--- config.mk ---
export PLATFORM = sky130hd
export DESIGN_NAME = ex_muldiv_unit
export DESIGN_NICKNAME = d
export VERILOG_FILES = /design/src/rtl/ex_muldiv_unit.sv
export SDC_FILE = /design/constraint.sdc
export NUM_CORES = 1
export LEC_CHECK = 0
export CORE_MARGIN = 2
export CORE_UTILIZATION = 52
export DETAILED_ROUTE_END_ITERATION = 10
export PLACE_DENSITY = 0.79
export SLEW_MARGIN = 0
export SYNTH_ARGS = -nofsm -noshare
export SYNTH_HDL_FRONTEND = slang
export SYNTH_SLANG_ARGS = --single-unit
--- constraint.sdc ---
create_clock -name clk -period 12.52 [get_ports clk]
set_clock_uncertainty 0.15 [all_clocks]
set_input_delay 3.756 -clock clk [delete_from_list [all_inputs] [get_ports clk]]
set_output_delay 3.756 -clock clk [all_outputs]
set_load 0.03 [all_outputs]
--- src/rtl/ex_muldiv_unit.sv ---
// Iterative multiply/divide unit for the EX stage with architectural HI/LO registers.
// Radix-2 shift-add multiply and restoring divide, one bit per cycle on operand magnitudes.
module ex_muldiv_unit #(
    parameter int unsigned WIDTH = 32
) (
    input  logic             clk,
    input  logic             rst,
    input  logic             op_valid,
    input  logic [2:0]       op,
    input  logic [WIDTH-1:0] src_a,
    input  logic [WIDTH-1:0] src_b,
    input  logic             pipe_stall,
    output logic             stallreq,
    output logic             done,
    output logic [WIDTH-1:0] hi,
    output logic [WIDTH-1:0] lo
);

    localparam int unsigned CW = $clog2(WIDTH);

    typedef enum logic [1:0] {StIdle, StMul, StDiv, StDone} state_t;

    state_t             state;
    logic [CW-1:0]      count;
    logic [WIDTH-1:0]   opnd_a;
    logic [WIDTH-1:0]   opnd_b;
    logic [2*WIDTH-1:0] acc;
    logic               neg_res;
    logic               neg_rem;

    logic               start;
    logic               is_signed;
    logic               sign_a;
    logic               sign_b;
    logic [WIDTH-1:0]   abs_a;
    logic [WIDTH-1:0]   abs_b;
    logic [WIDTH:0]     mul_sum;
    logic [2*WIDTH-1:0] mul_next;
    logic [WIDTH:0]     div_shift;
    logic [WIDTH+1:0]   div_diff;
    logic [2*WIDTH-1:0] div_next;
    logic [2*WIDTH-1:0] prod_fixed;
    logic [WIDTH-1:0]   quot_fixed;
    logic [WIDTH-1:0]   rem_fixed;
    logic               last;

    always_comb begin
        start     = (state == StIdle) && op_valid && !op[2];
        is_signed = !op[0];
        sign_a    = is_signed && src_a[WIDTH-1];
        sign_b    = is_signed && src_b[WIDTH-1];
        abs_a     = sign_a ? (~src_a + 1'b1) : src_a;
        abs_b     = sign_b ? (~src_b + 1'b1) : src_b;

        stallreq  = start || (state == StMul) || (state == StDiv);
        done      = (state == StDone);
        last      = (count == CW'(WIDTH - 1));

        // Multiply: add multiplicand into the upper half, then shift the whole accumulator right.
        mul_sum   = {1'b0, acc[2*WIDTH-1:WIDTH]} + (opnd_b[0] ? {1'b0, opnd_a} : '0);
        mul_next  = {mul_sum, acc[WIDTH-1:1]};

        // Divide: acc holds {remainder, dividend/quotient}; trial-subtract the divisor.
        div_shift = {acc[2*WIDTH-1:WIDTH], acc[WIDTH-1]};
        div_diff  = {1'b0, div_shift} - {2'b0, opnd_b};
        div_next  = div_diff[WIDTH+1] ? {acc[2*WIDTH-2:0], 1'b0}
                                      : {div_diff[WIDTH-1:0], acc[WIDTH-2:0], 1'b1};

        prod_fixed = neg_res ? (~mul_next + 1'b1) : mul_next;
        quot_fixed = neg_res ? (~div_next[WIDTH-1:0] + 1'b1) : div_next[WIDTH-1:0];
        rem_fixed  = neg_rem ? (~div_next[2*WIDTH-1:WIDTH] + 1'b1)
                             : div_next[2*WIDTH-1:WIDTH];
    end

    always_ff @(posedge clk) begin
        if (rst) begin
            state   <= StIdle;
            count   <= '0;
            opnd_a  <= '0;
            opnd_b  <= '0;
            acc     <= '0;
            neg_res <= 1'b0;
            neg_rem <= 1'b0;
            hi      <= '0;
            lo      <= '0;
        end else begin
            unique case (state)
                StIdle: begin
                    if (op_valid && !pipe_stall) begin
                        if (start) begin
                            opnd_a  <= abs_a;
                            opnd_b  <= abs_b;
                            neg_res <= sign_a ^ sign_b;
                            neg_rem <= sign_a;
                            count   <= '0;
                            if (op[1]) begin
                                acc   <= {{WIDTH{1'b0}}, abs_a};
                                state <= StDiv;
                            end else begin
                                acc   <= '0;
                                state <= StMul;
                            end
                        end else if (op == 3'd4) begin
                            hi <= src_a;
                        end else if (op == 3'd5) begin
                            lo <= src_a;
                        end
                    end
                end
                StMul: begin
                    acc    <= mul_next;
                    opnd_b <= opnd_b >> 1;
                    count  <= count + 1'b1;
                    if (last) begin
                        {hi, lo} <= prod_fixed;
                        state    <= StDone;
                    end
                end
                StDiv: begin
                    acc   <= div_next;
                    count <= count + 1'b1;
                    if (last) begin
                        hi    <= rem_fixed;
                        lo    <= quot_fixed;
                        state <= StDone;
                    end
                end
                StDone: begin
                    // Held instruction still sits in EX while stalled; never restart from here.
                    if (!pipe_stall) begin
                        state <= StIdle;
                    end
                end
                default: state <= StIdle;
            endcase
        end
    end

endmodule

==> results of run 1 <==
cell type report:
cell class	instances	share of cell area, %
Multi-Input combinational cell	2163	65.43
Sequential cell	201	19.29
Timing Repair Buffer	160	7.395
Clock buffer	32	3.263
Tap cell	461	2.765
Inverter	73	1.313
Clock inverter	12	0.5398
where the power goes:
group / internal (mW) / switching, mW
logic: 0.915 / 1.90
clock network: 0.405 / 0.310
registers: 0.759 / 0.158
state kept, by name, summed over array words and instances, names as in the netlist:
name	count
neg_rem	1
acc	64
lo	32
opnd_b	32
count	5
opnd_a	32
state	2
hi	32
neg_res	1
through the flow:
step | std cells | worst slack, ns
2_1_floorplan | 2655 | 4.456
3_3_place_gp | 3058 | 3.384
3_5_place_dp | 3058 | 3.377
4_1_cts | 3102 | 3.371
5_1_grt | 3102 | 3.311
6_report | 3102 | 3.365
layout by cell type, fill, tap and decap left out, types with 19 or more instances in the layout:
master	count
a22oi_1	62
nor4_1	30
or3_1	39
a21oi_1	240
a21o_1	20
clkbuf_16	24
nand2b_1	22
o22a_1	21
ha_1	72
a221oi_1	43
a211oi_1	100
xor2_1	52
nand4_1	30
nor3_1	69
inv_1	71
nand3_1	35
dfxtp_1	200
o31ai_1	37
xnor2_1	143
mux2i_1	23
nor2_1	321
a22o_1	26
and2_1	51
a31oi_1	19
buf_4	24
o21ai_0	147
clkdlybuf4s50_1	135
nand2_1	270
path summary, 6_finish.rpt:
check             startpoint  slack (ns)        to
setup / recovery       op[2]        3.37  stallreq
hold / removal        lo[25]        0.31    lo[25]
setup reg to reg     acc[31]        6.22    hi[26]
hold reg to reg       lo[25]        0.31    lo[25]
logic make-up (layout without fill, tap and decap cells):
logic type               Yosys count  count (layout)  share of synthesized area (%)
buffers and inverters            291             277                          5.935
AND/OR/NAND/NOR                  977             977                          24.73
adder cells (fa/ha/maj)           77              77                          5.233
XOR/XNOR                         195             195                          9.134
AO/OA/AOI/OAI                    885             885                          31.84
flip-flops                       201             201                          21.52
multiplexers                      29              29                          1.613
critical path: stages:
cell             delay (ns)
clkdlybuf4s50_1        0.46
nand3b_1               0.26
nand2_1                0.11
clkdlybuf4s50_1        0.67
layer usage:
layer	vias to the layer above	global-route usage, %	wire length [um]
li1	9662	-	-
met1	9674	46.24	28050
met2	1084	56.06	30690
met3	178	4.662	6418
met4	0	14.31	3209
met5	-	0	0
==> reports/metrics.yaml, run 1 <==
antenna_found_initial: 0
via_count: 20598
yosysMostFrequentCell: "nor2_1"
status: "complete, no violations"
drtPass1Iterations: 6
maxSlewHeadroom_pct: 23.15
synth_top_area_cell: "dfxtp_1"
nets: 2771
worst_skew_pair.late_latency_ns: 0.56
die-area_mm2: 0.03749
antenna_left: 0
hp-class: "reg2reg"
antenna_cells: 0
end_kind: "output pin"
cts_root_buf: "clkbuf_16"
p_per_area_mw_per_mm2: 213.4
synth_top_area_share_pct: 21.52
portBuffers: 136
placed_cell_area_mm2: 0.02007
yosys_warnings: 0
peakVddDrop_v: 0.0003082
vias_per_cell: 6.640
final_util_pct: 58.80
seq_area_frac_synth_pct: 21.52
min_period_ns: 9.155
grt_pass1_vias: 18872
core-area_mm2: 0.03548
synth_async_sr_flop_share_pct: 0
crit_arrival_ns: 5.25
ys.flop_type: "dfxtp_1"
drc: 0
wl_per_cell_um: 22.04
ff_latch_area_mm2: 0.004025
finalWirelength_um: 68370
drive_above_1_share_pct: 4.960
grt_setup_unrepaired: "false"
cts_resized: 0
grt_max_degree: 112
netlist_top_cells_count: "323 x nor2_1, 271 x nand2_1, 243 x a21oi_1"
tightestPinTransition_ns: 1.148
dpl.hpwl_um: 50330
cts_tree: "done"
multi_input_comb_area_mm2: 0.01365
clockBufferDepth: 3
cts_setup_buffers: 0
setup_violations: 0
final_cell_area_mm2: 0.02086
hold_viol: 0
yosys_register_bits: 201
pin_count: 137
fin_hold_ws_ns: 0.3054
track_usage_pct: 34.57
drv_cap: 0
p_total_mw: 4.451
fp-row-count: 69
syn_avg_cell_area_um2: 7.043
globalplace.congestion: 0.9762
grt_pass1_wl_um: 105900
die-width_um: 193.6
synth_nets: 2803
worstPathRequired_ns: 8.61
chipHeight_um: 193.6
synth_area_leaders: "dfxtp_1 22%, xnor2_1 6.7%, a21oi_1 6.5%"
cts_buffers: 24
synth_edf_count: 0
areaGrowthSynthToFinish_pct: 11.57
initial_core_util_pct: 52.70
holdPathStages: 2
cts.reportedPaths.clkPinSlew_ns: 0.06
reg2reg_depth: 19
cellLeakagePower_nw: 7.647
n_fill_cell: 3359
ys_types: 93
min_period_over_period_pct: 73.12
maxSlewViolCount: 0
fmax_mhz: 109.2
syn_area_mm2: 0.01870
cp-start-kind: "input port"
drt_iter0_markers: 2461
cts.sinks: 201
worstSetupPathType: "in2out"
synthCells: 2655
worst-path-max-fanout: 4
fin_tns_setup_ns: 0
holdBufCountCts: 0
grt_overflow_total: 0
htree_levels: 1
Power figures use the tool's default switching activity.
==> run 2, diff against run 1 <==
==> constraint.sdc (replaced) <==
create_clock -name clk -period 9.05 [get_ports clk]
set_clock_uncertainty 0.15 [all_clocks]
set_input_delay 2.715 -clock clk [delete_from_list [all_inputs] [get_ports clk]]
set_output_delay 2.715 -clock clk [all_outputs]
set_load 0.03 [all_outputs]
==> run 2 against run 1 <==
Clock power up 38%. Critical path depth unchanged. Worst hold slack worse by 0.0043 ns. Combinational power grew 39%. Final cell count unchanged. Via count increased by 0.13%. Sequential power increased by 38%. Global-route usage increased by 0.28 points. Highest routed layer unchanged.
==> reports/metrics.yaml, run 2 (synthesized netlist as in run 1, its figures left out) <==
status: "complete, no violations"
r2r-end: "hi[22]"
areaGrowthSynthToFinish_pct: 11.60
hold_viol: 0
p_seq_share_pct: 20.5
die-area_mm2: 0.03749
cts_root_buf: "clkbuf_16"
cts_buffers: 24
clockBufferDepth: 3
fp-row-count: 69
chipHeight_um: 193.6
rr_startpoint: "acc[31]"
peakVddDrop_v: 0.0003591
setup_violations: 0
dpl_worst_slack_ns: 1.985
vias_per_cell: 6.649
cts.sinks: 201
wl_per_cell_um: 22.07
swShare_pct: 53.07
largest_reg_flops: 64
antenna_found_initial: 0
p_per_area_mw_per_mm2: 295.5
worst_skew_pair.late_latency_ns: 0.56
worstSetupPathType: "in2out"
core-area_mm2: 0.03548
crit_arrival_ns: 4.22
hp-class: "reg2reg"
cellLeakagePower_nw: 7.663
cp-start-kind: "input port"
grt_pass1_wl_um: 106600
min_period_ns: 7.089
globalplace.congestion: 0.9727
cts_setup_buffers: 0
min_from: "hi[15]"
regMostFlops: "acc"
drc: 0
final_cell_mix: "321 x nor2_1, 270 x nand2_1, 240 x a21oi_1"
finalWirelength_um: 68460
maxSlewViolCount: 0
tightestPinTransition_ns: 1.274
p_sw_mw: 3.273
drv_cap: 0
drt_iter0_markers: 2637
dpl.hpwl_um: 50650
clkPwrFrac_pct: 16.0
initial_core_util_pct: 52.70
pwr-share-comb_pct: 63.5
grt_setup_unrepaired: "false"
die-width_um: 193.6
portBuffers: 136
fin_tns_setup_ns: 0
hold_end: "hi[15]"
final_util_pct: 58.81
grt_pass1_vias: 19104
grt_overflow_total: 0
cts.reportedPaths.clkPinSlew_ns: 0.05
maxSlewHeadroom_pct: 14.74
htree_levels: 1
holdBufCountCts: 0
min_period_over_period_pct: 78.33
intPower_mw: 2.894
drive_above_1_share_pct: 4.847
placed_cell_area_mm2: 0.02008
worstPathRequired_ns: 6.19
reg2reg_depth: 19
cts_tree: "done"
grt_max_degree: 110
via_count: 20625
drtPass1Iterations: 6
cts_resized: 0
layout_setup_ws_ns: 1.961
worst-path-max-fanout: 4
track_usage_pct: 34.84
antenna_left: 0
nets: 2772
holdPathStages: 2
end_kind: "output pin"
pin_count: 137
layout_commonest_cell: "nor2_1"
antenna_cells: 0
final_cell_area_mm2: 0.02087
fmax_mhz: 141.1
r2r_slack_ns: 2.89
[run 2: stage by stage]
stage / cells / power [mW] / hold slack (ns)
after floorplan: 2655 / 3.901 / 0.2817
after global placement: 3059 / 4.991 / 0.2917
after detailed placement: 3059 / 5.050 / 0.2970
after CTS: 3102 / 6.051 / 0.3045
after global routing: 3102 / 6.495 / 0.3195
final: 3102 / 6.167 / 0.3011
[run 2: worst max-delay path by stage]
stage | start | to | cells after the start | slack, ns
global route | op[2] | stallreq | 4 | 1.89
CTS | op[2] | stallreq | 4 | 1.97
floorplan | op[2] | stallreq | 2 | 3.07
global placement | op[2] | stallreq | 4 | 1.99
finish | op[2] | stallreq | 4 | 1.96
detailed placement | op[2] | stallreq | 4 | 1.99
[run 2: critical path, cell delays in order]
cell and delay (ns):
clkdlybuf4s50_1 0.46, nand3b_1 0.27, nand2_1 0.11, clkdlybuf4s50_1 0.66
[run 2: area by class of cell]
| type | count | area (um^2) |
|---|---|---|
| Inverter | 73 | 274.0 |
| Sequential cell | 201 | 4025 |
| Clock buffer | 33 | 664.4 |
| Fill cell | 3337 | 14610 |
| Tap cell | 461 | 576.8 |
| Timing Repair Buffer | 161 | 1550 |
| Clock inverter | 10 | 127.6 |
| Multi-Input combinational cell | 2163 | 13650 |
[run 2: power groups by stage]
stage	Combinational, mW	Sequential (mW)	Clock [mW]
after floorplan	2.64	1.26	0
after global placement	3.72	1.27	0
after detailed placement	3.78	1.27	0
after CTS	3.80	1.26	0.993
after global routing	4.18	1.29	1.02
final	3.91	1.27	0.986
[run 2: per-layer routing]
metal | up-vias | GRT usage [%] | share of wire (%)
li1 | 9672 | - | -
met1 | 9701 | 46.20 | 41
met2 | 1070 | 56.53 | 45
met3 | 182 | 5.149 | 8.7
met4 | 0 | 14.73 | 4.8
met5 | - | 0 | 0
